`src/rtl/uart_tx_stream.sv`:
```
// uart_tx_stream: 8N1 LSB-first serial transmitter fed from a small byte FIFO
module uart_tx_stream #(
  parameter int CLK_DIV    = 106,
  parameter int FIFO_DEPTH = 4
) (
  input  logic                          clk,
  input  logic                          resetn,
  input  logic [7:0]                    tx_data,
  input  logic                          tx_valid,
  output logic                          tx_ready,
  output logic                          ser_tx,
  output logic                          busy,
  output logic [$clog2(FIFO_DEPTH):0]   fifo_level
);
  localparam int AW = $clog2(FIFO_DEPTH);
  localparam int LW = AW + 1;
  localparam int DW = $clog2(CLK_DIV);
  typedef enum logic [1:0] {IDLE, START, DATA, STOP} state_t;
  state_t          state_q, state_d;
  logic [DW-1:0]   div_q, div_d;
  logic [2:0]      bit_q, bit_d;
  logic [7:0]      shift_q, shift_d;
  logic            ser_q, ser_d;
  logic [AW-1:0]   wr_q, wr_d, rd_q, rd_d;
  logic [LW-1:0]   level_q, level_d;
  logic [7:0]      mem_q [FIFO_DEPTH];
  logic            push, pop, last, has;
  assign tx_ready   = level_q != LW'(FIFO_DEPTH);
  assign push       = tx_valid & tx_ready;
  assign has        = level_q != '0;
  assign last       = div_q == DW'(CLK_DIV - 1);
  assign ser_tx     = ser_q;
  assign busy       = (state_q != IDLE) | has;
  assign fifo_level = level_q;
  always_comb begin
    state_d = state_q;
    div_d   = last ? '0 : div_q + 1'b1;
    bit_d   = bit_q;
    shift_d = shift_q;
    ser_d   = ser_q;
    pop     = 1'b0;
    case (state_q)
      IDLE: begin
        div_d = '0;
        if (has) begin
          pop     = 1'b1;
          state_d = START;
          ser_d   = 1'b0;
          shift_d = mem_q[rd_q];
        end
      end
      START: if (last) begin
        state_d = DATA;
        ser_d   = shift_q[0];
        shift_d = shift_q >> 1;
      end
      DATA: if (last) begin
        if (bit_q == 3'd7) begin
          state_d = STOP;
          ser_d   = 1'b1;
          bit_d   = '0;
        end else begin
          ser_d   = shift_q[0];
          shift_d = shift_q >> 1;
          bit_d   = bit_q + 1'b1;
        end
      end
      STOP: if (last) begin
        // chain straight into the next start bit when a byte is waiting
        pop     = has;
        state_d = has ? START : IDLE;
        ser_d   = ~has;
        shift_d = has ? mem_q[rd_q] : shift_q;
      end
      default: state_d = IDLE;
    endcase
    wr_d    = push ? wr_q + 1'b1 : wr_q;
    rd_d    = pop ? rd_q + 1'b1 : rd_q;
    level_d = level_q + LW'(push) - LW'(pop);
  end
  always_ff @(posedge clk) begin
    if (!resetn) begin
      state_q <= IDLE;
      div_q   <= '0;
      bit_q   <= '0;
      shift_q <= '0;
      ser_q   <= 1'b1;
      wr_q    <= '0;
      rd_q    <= '0;
      level_q <= '0;
    end else begin
      state_q <= state_d;
      div_q   <= div_d;
      bit_q   <= bit_d;
      shift_q <= shift_d;
      ser_q   <= ser_d;
      wr_q    <= wr_d;
      rd_q    <= rd_d;
      level_q <= level_d;
    end
  end
  always_ff @(posedge clk) begin
    if (push) mem_q[wr_q] <= tx_data;
  end
endmodule

```
`config.mk`:
```
export PLATFORM = sky130hd
export DESIGN_NAME = uart_tx_stream
export DESIGN_NICKNAME = d
export VERILOG_FILES = /design/src/rtl/uart_tx_stream.sv
export SDC_FILE = /design/constraint.sdc
export NUM_CORES = 1
export LEC_CHECK = 0
export ABC_AREA = 1
export CAP_MARGIN = 20
export CELL_PAD_IN_SITES_DETAIL_PLACEMENT = 0
export CELL_PAD_IN_SITES_GLOBAL_PLACEMENT = 1
export CORE_MARGIN = 4
export CORE_UTILIZATION = 45
export CTS_CLUSTER_DIAMETER = 150
export DETAILED_ROUTE_END_ITERATION = 12
export GPL_TIMING_DRIVEN = 1
export HOLD_SLACK_MARGIN = 0.05
export MAX_ROUTING_LAYER = met4
export PLACE_DENSITY_LB_ADDON = 0.1
export SLEW_MARGIN = 20
export SYNTH_ARGS = -nofsm -noshare
export SYNTH_HDL_FRONTEND = slang
export SYNTH_SLANG_ARGS = --single-unit
```
`constraint.sdc`:
```
create_clock -name clk -period 6.6 [get_ports clk]
set_clock_uncertainty 0.15 [all_clocks]
set_input_delay 1.65 -clock clk [delete_from_list [all_inputs] [get_ports clk]]
set_output_delay 1.65 -clock clk [all_outputs]
set_load 0.005 [all_outputs]
```
==> results.json, run 1 <==
{
  "drive_above_1_share": 0.0773,
  "coreArea_um2": 6310,
  "synth_cell_type_count": 26,
  "drc": 0,
  "synth-adder-area-share": 0.0713,
  "ir_drop_v": 0.000227,
  "transition_at_the_pin_with_the_smallest_max_transition_slack_ps": 757,
  "synth_edf_count": 32,
  "timing.reg2reg.setup_slack_ps": 3750,
  "xor_xnor_share_of_the_synthesized_area": 0.00902,
  "fill_cells": 604,
  "slew_violations": 0,
  "area_of_the_multi_input_gates_um2": 1150,
  "post_synth_and_or_nand_nor_area_fraction": 0.256,
  "dr.first_iter.drc_count": 116,
  "drt_pass1_iterations": 4,
  "timing.critical_path.from_type": "flip-flop",
  "worst_r2r_endpoint": "fifo_level[2]",
  "h_tree_depth": 3,
  "setup_repair_after_global_routing_missed_its_margin": "false",
  "postCtsSetupRepairBufs": 0,
  "slowest_delay_ps": 510,
  "globalplace.congestion": 0.816,
  "area_growth_pct": 15.2,
  "cts_hold_repair.buffers": 0,
  "worst_r2r_startpoint": "state_q[0]",
  "path_class": "reg -> out",
  "worst_path_max_delay_cell": "clkdlybuf4s50_1",
  "type_of_the_tightest_min_delay_check": "reg -> reg",
  "cp_data_arrival_time_ps": 1720,
  "max_freq_mhz": 284,
  "report.final.hold_viol_count": 0,
  "critical_path.endpoint": "busy",
  "hpwl_um": 3620,
  "insertedDiodeCount": 0,
  "synth_compound_area_frac": 0.0571,
  "slew_headroom": 0.493,
  "finalWorstPathRequiredPeriod_ps": 3520,
  "critical_path_peak_fanout": 5,
  "largest_net_degree_at_the_start_of_global_routing": 19,
  "worst_hold_path.num_cells": 2,
  "grt_first_pass_wirelength_um": 9410,
  "clkSinkCount": 62,
  "cts_root_buf": "clkbuf_8",
  "power_per_cell_area_nw_per_um2": 423,
  "finalWirelength_um": 5320,
  "finalSetupViolCount": 0,
  "syn-cell-area_um2": 2910,
  "total_congestion_overflow": 0,
  "cts_resized": 0,
  "synth.mux.area_fraction": 0,
  "cts_tree": "done",
  "layout.area.seq_um2": 1560,
  "ys_warn_count": 0,
  "dieArea_um2": 7830,
  "fp-row-count": 29,
  "viasPerCell": 4.73,
  "clock_tree.buffer_depth": 2,
  "synth_top_flop_cell": "edfxtp_1",
  "fp.dieW_um": 88.5,
  "synth_nets": 365,
  "critPathRequiredTime_ps": 4800,
  "source_of_the_critical_timing_path": "state_q[0]",
  "initial_core_util": 0.462,
  "port_buffers": 16,
  "layout.nets": 384,
  "fin_setup_tns_ps": 0,
  "avgRoutedWirePerCell_um": 12.1,
  "chipHeight_um": 88.5,
  "status": "complete, no violations",
  "ys_async_sr_fraction": 0,
  "avgSynthCellArea_um2": 8.62,
  "clock_insertion_delay_at_the_later_pin_of_the_skew_report_ps": 330,
  "worst-r2r-cell-count": 13,
  "routed-via-count": 2075,
  "io_pins": 17,
  "category_of_the_worst_setup_path_capture_point": "output port",
  "synthesis.instances": 338,
  "antenna_left": 0,
  "total_power_mw": 1.42,
  "cp_cell_sequence": "inv_1 -> ha_1 -> nand2_1 -> clkdlybuf4s50_1",
  "seq_area_frac_synth": 0.536,
  "drv_cap": 0,
  "p_leak_nw": 1.50,
  "synth_top_family_by_area": "simple AND/OR/NAND/NOR gates",
  "clk_transition_reported_paths_ps": 70,
  "final_cycle_share": 0.533,
  "total_routing_resource_utilization_after_global_routing": 0.162,
  "initial_antenna_violation_count": 0,
  "yosys_register_bits": 62,
  "grt_pass1_vias": 2075,
  "tritoncts.num_buffers": 9
}
## kinds of logic after synthesis
group / count (synthesis)
AO/OA/AOI/OAI: 33
XOR/XNOR: 3
adder cells (fa/ha/maj): 16
buffers and inverters: 47
flip-flops: 62
AND/OR/NAND/NOR: 177
## worst min-delay path by stage
stage                   from       end
detailed placement  div_q[0]  div_q[0]
CTS                 div_q[0]  div_q[0]
global placement    div_q[0]  div_q[0]
finish                ser_tx    ser_tx
floorplan           div_q[0]  div_q[0]
global route        bit_q[0]  bit_q[0]
## flip-flops by register name (all words and copies together), names as in the netlist, named ones only
signal / count
shift_q: 8
bit_q: 3
div_q: 7
fifo_level: 3
state_q: 2
mem_q: 32
wr_q: 2
rd_q: 2
ser_tx: 1
## power by group
group | switching (mW) | total [mW] | internal (mW)
Clock | 0.153 | 0.406 | 0.253
Combinational | 0.303 | 0.486 | 0.183
Sequential | 0.0522 | 0.528 | 0.476
Total | 0.508 | 1.42 | 0.912
## metal layers
layer	global-route usage	wire (um)	vias up
met5	-	0	-
met4	0.0769	99	0
met2	0.241	2330	38
met3	0.0345	195	9
met1	0.211	2700	924
li1	-	-	1104
## synth_stat cells (3+ instances only)
master | number | share of area
nand2_1 | 103 | 0.13
nor2_1 | 50 | 0.064
inv_1 | 38 | 0.049
edfxtp_1 | 32 | 0.33
dfxtp_1 | 30 | 0.21
o21ai_0 | 21 | 0.036
ha_1 | 15 | 0.064
a21oi_1 | 11 | 0.019
nand3_1 | 10 | 0.017
nand2_2 | 5 | 0.011
buf_2 | 3 | 0.0052
## layout by cell type (no fill, tap or decap)
| cell | synthesis | layout |
|---|---|---|
| nand2_1 | 103 | 103 |
| nor2_1 | 50 | 50 |
| inv_1 | 38 | 38 |
| edfxtp_1 | 32 | 32 |
| dfxtp_1 | 30 | 30 |
| o21ai_0 | 21 | 21 |
| clkdlybuf4s50_1 | 0 | 16 |
| ha_1 | 15 | 15 |
| a21oi_1 | 11 | 11 |
| nand3_1 | 10 | 10 |
| clkbuf_8 | 1 | 9 |
| nand2_2 | 5 | 5 |
| bufinv_16 | 0 | 3 |
| nand3b_4 | 2 | 2 |
| or2_2 | 2 | 2 |
| xor2_1 | 2 | 2 |
| nor3b_1 | 2 | 2 |
| clkinv_4 | 0 | 2 |
| inv_2 | 1 | 1 |
| nor2_4 | 1 | 1 |
| nor2_2 | 1 | 1 |
| xnor2_1 | 1 | 1 |
| a31oi_1 | 1 | 1 |
| nand4_1 | 1 | 1 |
| fa_1 | 1 | 1 |
| clkinv_2 | 0 | 1 |
| inv_6 | 0 | 1 |
## worst max-delay path, delay by kind of cell, from the launching register on
family        cells  cell delay (ps)
buf+inv           2              630
flops             1              390
fa+ha+maj         1              250
simple gates      1              120
## stage by stage
stage	utilization	setup slack (ps)	hold slack [ps]	area [um^2]	instances
floorplan	-	3510	283	2910	338
global placement	0.493	2930	298	3110	423
detailed placement	0.493	2870	306	3110	423
CTS	0.532	3060	324	3360	439
global route	0.532	2940	364	3360	439
finish	0.532	3080	325	3360	439
## cell type report
cell class | count | share of cell area
clock buffer | 9 | 0.0369
clock inverter | 7 | 0.0362
inverter | 39 | 0.0436
multi-input combinational | 229 | 0.342
sequential | 62 | 0.465
tap | 77 | 0.0287
timing repair buffer | 16 | 0.0477
No activity file was read; power rests on OpenSTA's default activity.
==> inputs of run 2 (changes only) <==
==> constraint.sdc (replaced) <==
create_clock -name clk -period 3.3 [get_ports clk]
set_clock_uncertainty 0.15 [all_clocks]
set_input_delay 0.825 -clock clk [delete_from_list [all_inputs] [get_ports clk]]
set_output_delay 0.825 -clock clk [all_outputs]
set_load 0.005 [all_outputs]
==> run 2 against run 1 <==
  * Count of clock-buffer cells in the layout increased by 3
  * Register-to-register slack got worse by 3100 ps
  * Critical endpoint unchanged
  * Combinational power increased by 110%
  * Flip-flop and latch count unchanged
==> results.json, run 2 (same netlist as run 1, synthesis figures left out) <==
{
  "setup_repair_after_global_routing_missed_its_margin": "false",
  "antenna_left": 0,
  "initial_core_util": 0.462,
  "grt_first_pass_wirelength_um": 9390,
  "status": "complete, no violations",
  "biggestRegsByFlops": "mem_q x32, shift_q x8, div_q x7",
  "layout.nets": 391,
  "avgRoutedWirePerCell_um": 12.2,
  "globalplace.congestion": 0.847,
  "slew_violations": 0,
  "critPathRequiredTime_ps": 2320,
  "worst_path_max_delay_cell": "clkdlybuf4s50_1",
  "largest_register_ff_count": 32,
  "cts_resized": 0,
  "p_leak_nw": 1.50,
  "share_clk_of_total_power": 0.241,
  "max_freq_mhz": 371,
  "chipHeight_um": 88.5,
  "fp-row-count": 29,
  "total_congestion_overflow": 0,
  "final_cycle_share": 0.816,
  "area_growth_pct": 15.2,
  "type_of_the_tightest_min_delay_check": "reg -> reg",
  "ir_drop_v": 0.000433,
  "power_per_cell_area_nw_per_um2": 809,
  "hpwl_um": 3780,
  "combPwrFrac": 0.382,
  "fill_cells": 608,
  "largest_net_degree_at_the_start_of_global_routing": 18,
  "final_common_cell": "nand2_1",
  "grt_pass1_vias": 2052,
  "cp_cell_sequence": "inv_1 -> ha_1 -> nand2_1 -> clkdlybuf4s50_1",
  "registers.top_by_ff_count": "mem_q",
  "clk_transition_reported_paths_ps": 70,
  "slowest_delay_ps": 510,
  "mostFrequentLayoutCells": "nand2_1 (103), nor2_1 (50), inv_1 (38)",
  "drt_pass1_iterations": 4,
  "fp.dieW_um": 88.5,
  "finalWirelength_um": 5460,
  "coreArea_um2": 6310,
  "transition_at_the_pin_with_the_smallest_max_transition_slack_ps": 529,
  "whs_ps": 327,
  "finalSetupViolCount": 0,
  "p_int_mw": 1.71,
  "drv_cap": 0,
  "slew_headroom": 0.647,
  "postCtsSetupRepairBufs": 0,
  "timing.final.ws_setup_ps": 606,
  "cts_hold_repair.buffers": 0,
  "cts_root_buf": "clkbuf_8",
  "fin_setup_tns_ps": 0,
  "clock_insertion_delay_at_the_later_pin_of_the_skew_report_ps": 330,
  "port_buffers": 16,
  "cp_data_arrival_time_ps": 1720,
  "switching_fraction_of_total_power": 0.369,
  "viasPerCell": 4.65,
  "path_class": "reg -> out",
  "finalWorstPathRequiredPeriod_ps": 2690,
  "category_of_the_worst_setup_path_capture_point": "output port",
  "initial_antenna_violation_count": 0,
  "clkSinkCount": 62,
  "io_pins": 17,
  "seq_power_share": 0.378,
  "total_routing_resource_utilization_after_global_routing": 0.166,
  "clock_tree.buffer_depth": 2,
  "dieArea_um2": 7830,
  "timing.critical_path.from_type": "flip-flop",
  "cts_tree": "done",
  "tritoncts.num_buffers": 9,
  "place_ws_ps": 442,
  "switchingPower_mw": 1.00,
  "drive_above_1_share": 0.0894,
  "h_tree_depth": 3,
  "report.final.hold_viol_count": 0,
  "utilization_of_the_core_after_routing": 0.532,
  "routed-via-count": 2072,
  "dr.first_iter.drc_count": 88,
  "insertedDiodeCount": 0,
  "layout.area.seq_um2": 1560,
  "critical_path_peak_fanout": 5,
  "area_of_the_multi_input_gates_um2": 1150,
  "drc": 0
}
run 2: cell types whose count changed in the layout (fill, tap and decap cells not counted), sizes merged:
| cell | change |
|---|---|
| bufinv | -2 |
| buf | +7 |
| inv | -1 |
| clkinv | -1 |
| clkbuf | +3 |
| clkinvlp | +1 |
run 2: through the flow:
| stage | power, mW | area [um^2] | cells |
|---|---|---|---|
| after floorplan | 1.83 | 2910 | 338 |
| after global placement | 2.09 | 3160 | 430 |
| after detailed placement | 2.10 | 3160 | 430 |
| after CTS | 2.76 | 3360 | 446 |
| after global routing | 2.97 | 3360 | 446 |
| final | 2.72 | 3360 | 446 |
run 2: final timing paths:
| path | start | end | slack, ps | depth (start not counted) |
|---|---|---|---|---|
| min reg2reg | div_q[0] | div_q[0] | 330 | 1 |
| max | state_q[0] | busy | 610 | 4 |
| min | div_q[0] | div_q[0] | 330 | 1 |
| max reg2reg | state_q[0] | fifo_level[2] | 700 | 13 |
run 2: power groups by stage:
stage | logic, mW | clock network [mW] | registers (mW)
after CTS | 1.06 | 0.670 | 1.03
after detailed placement | 1.05 | 0 | 1.04
after floorplan | 0.797 | 0 | 1.03
after global routing | 1.22 | 0.708 | 1.04
after global placement | 1.05 | 0 | 1.04
final | 1.04 | 0.654 | 1.03
run 2: critical path: cells and delay by family (launching register included):
family | cells | cell delay, ps
buf+inv | 2 | 630
flops | 1 | 390
fa+ha+maj | 1 | 260
simple gates | 1 | 120
run 2: final cells by class:
cell class	instances	share of cell area
Sequential cell	62	0.465
Inverter	39	0.0436
Tap cell	77	0.0287
Timing Repair Buffer	23	0.0634
Multi-Input combinational cell	229	0.342
Clock buffer	12	0.0432
Clock inverter	4	0.0142
run 2: per-layer routing:
metal	vias to the layer above	wire length, um	GRT usage
li1	1118	-	-
met1	931	2750	0.212
met2	21	2520	0.249
met3	2	167	0.0428
met4	0	32	0.0701
met5	-	0	-
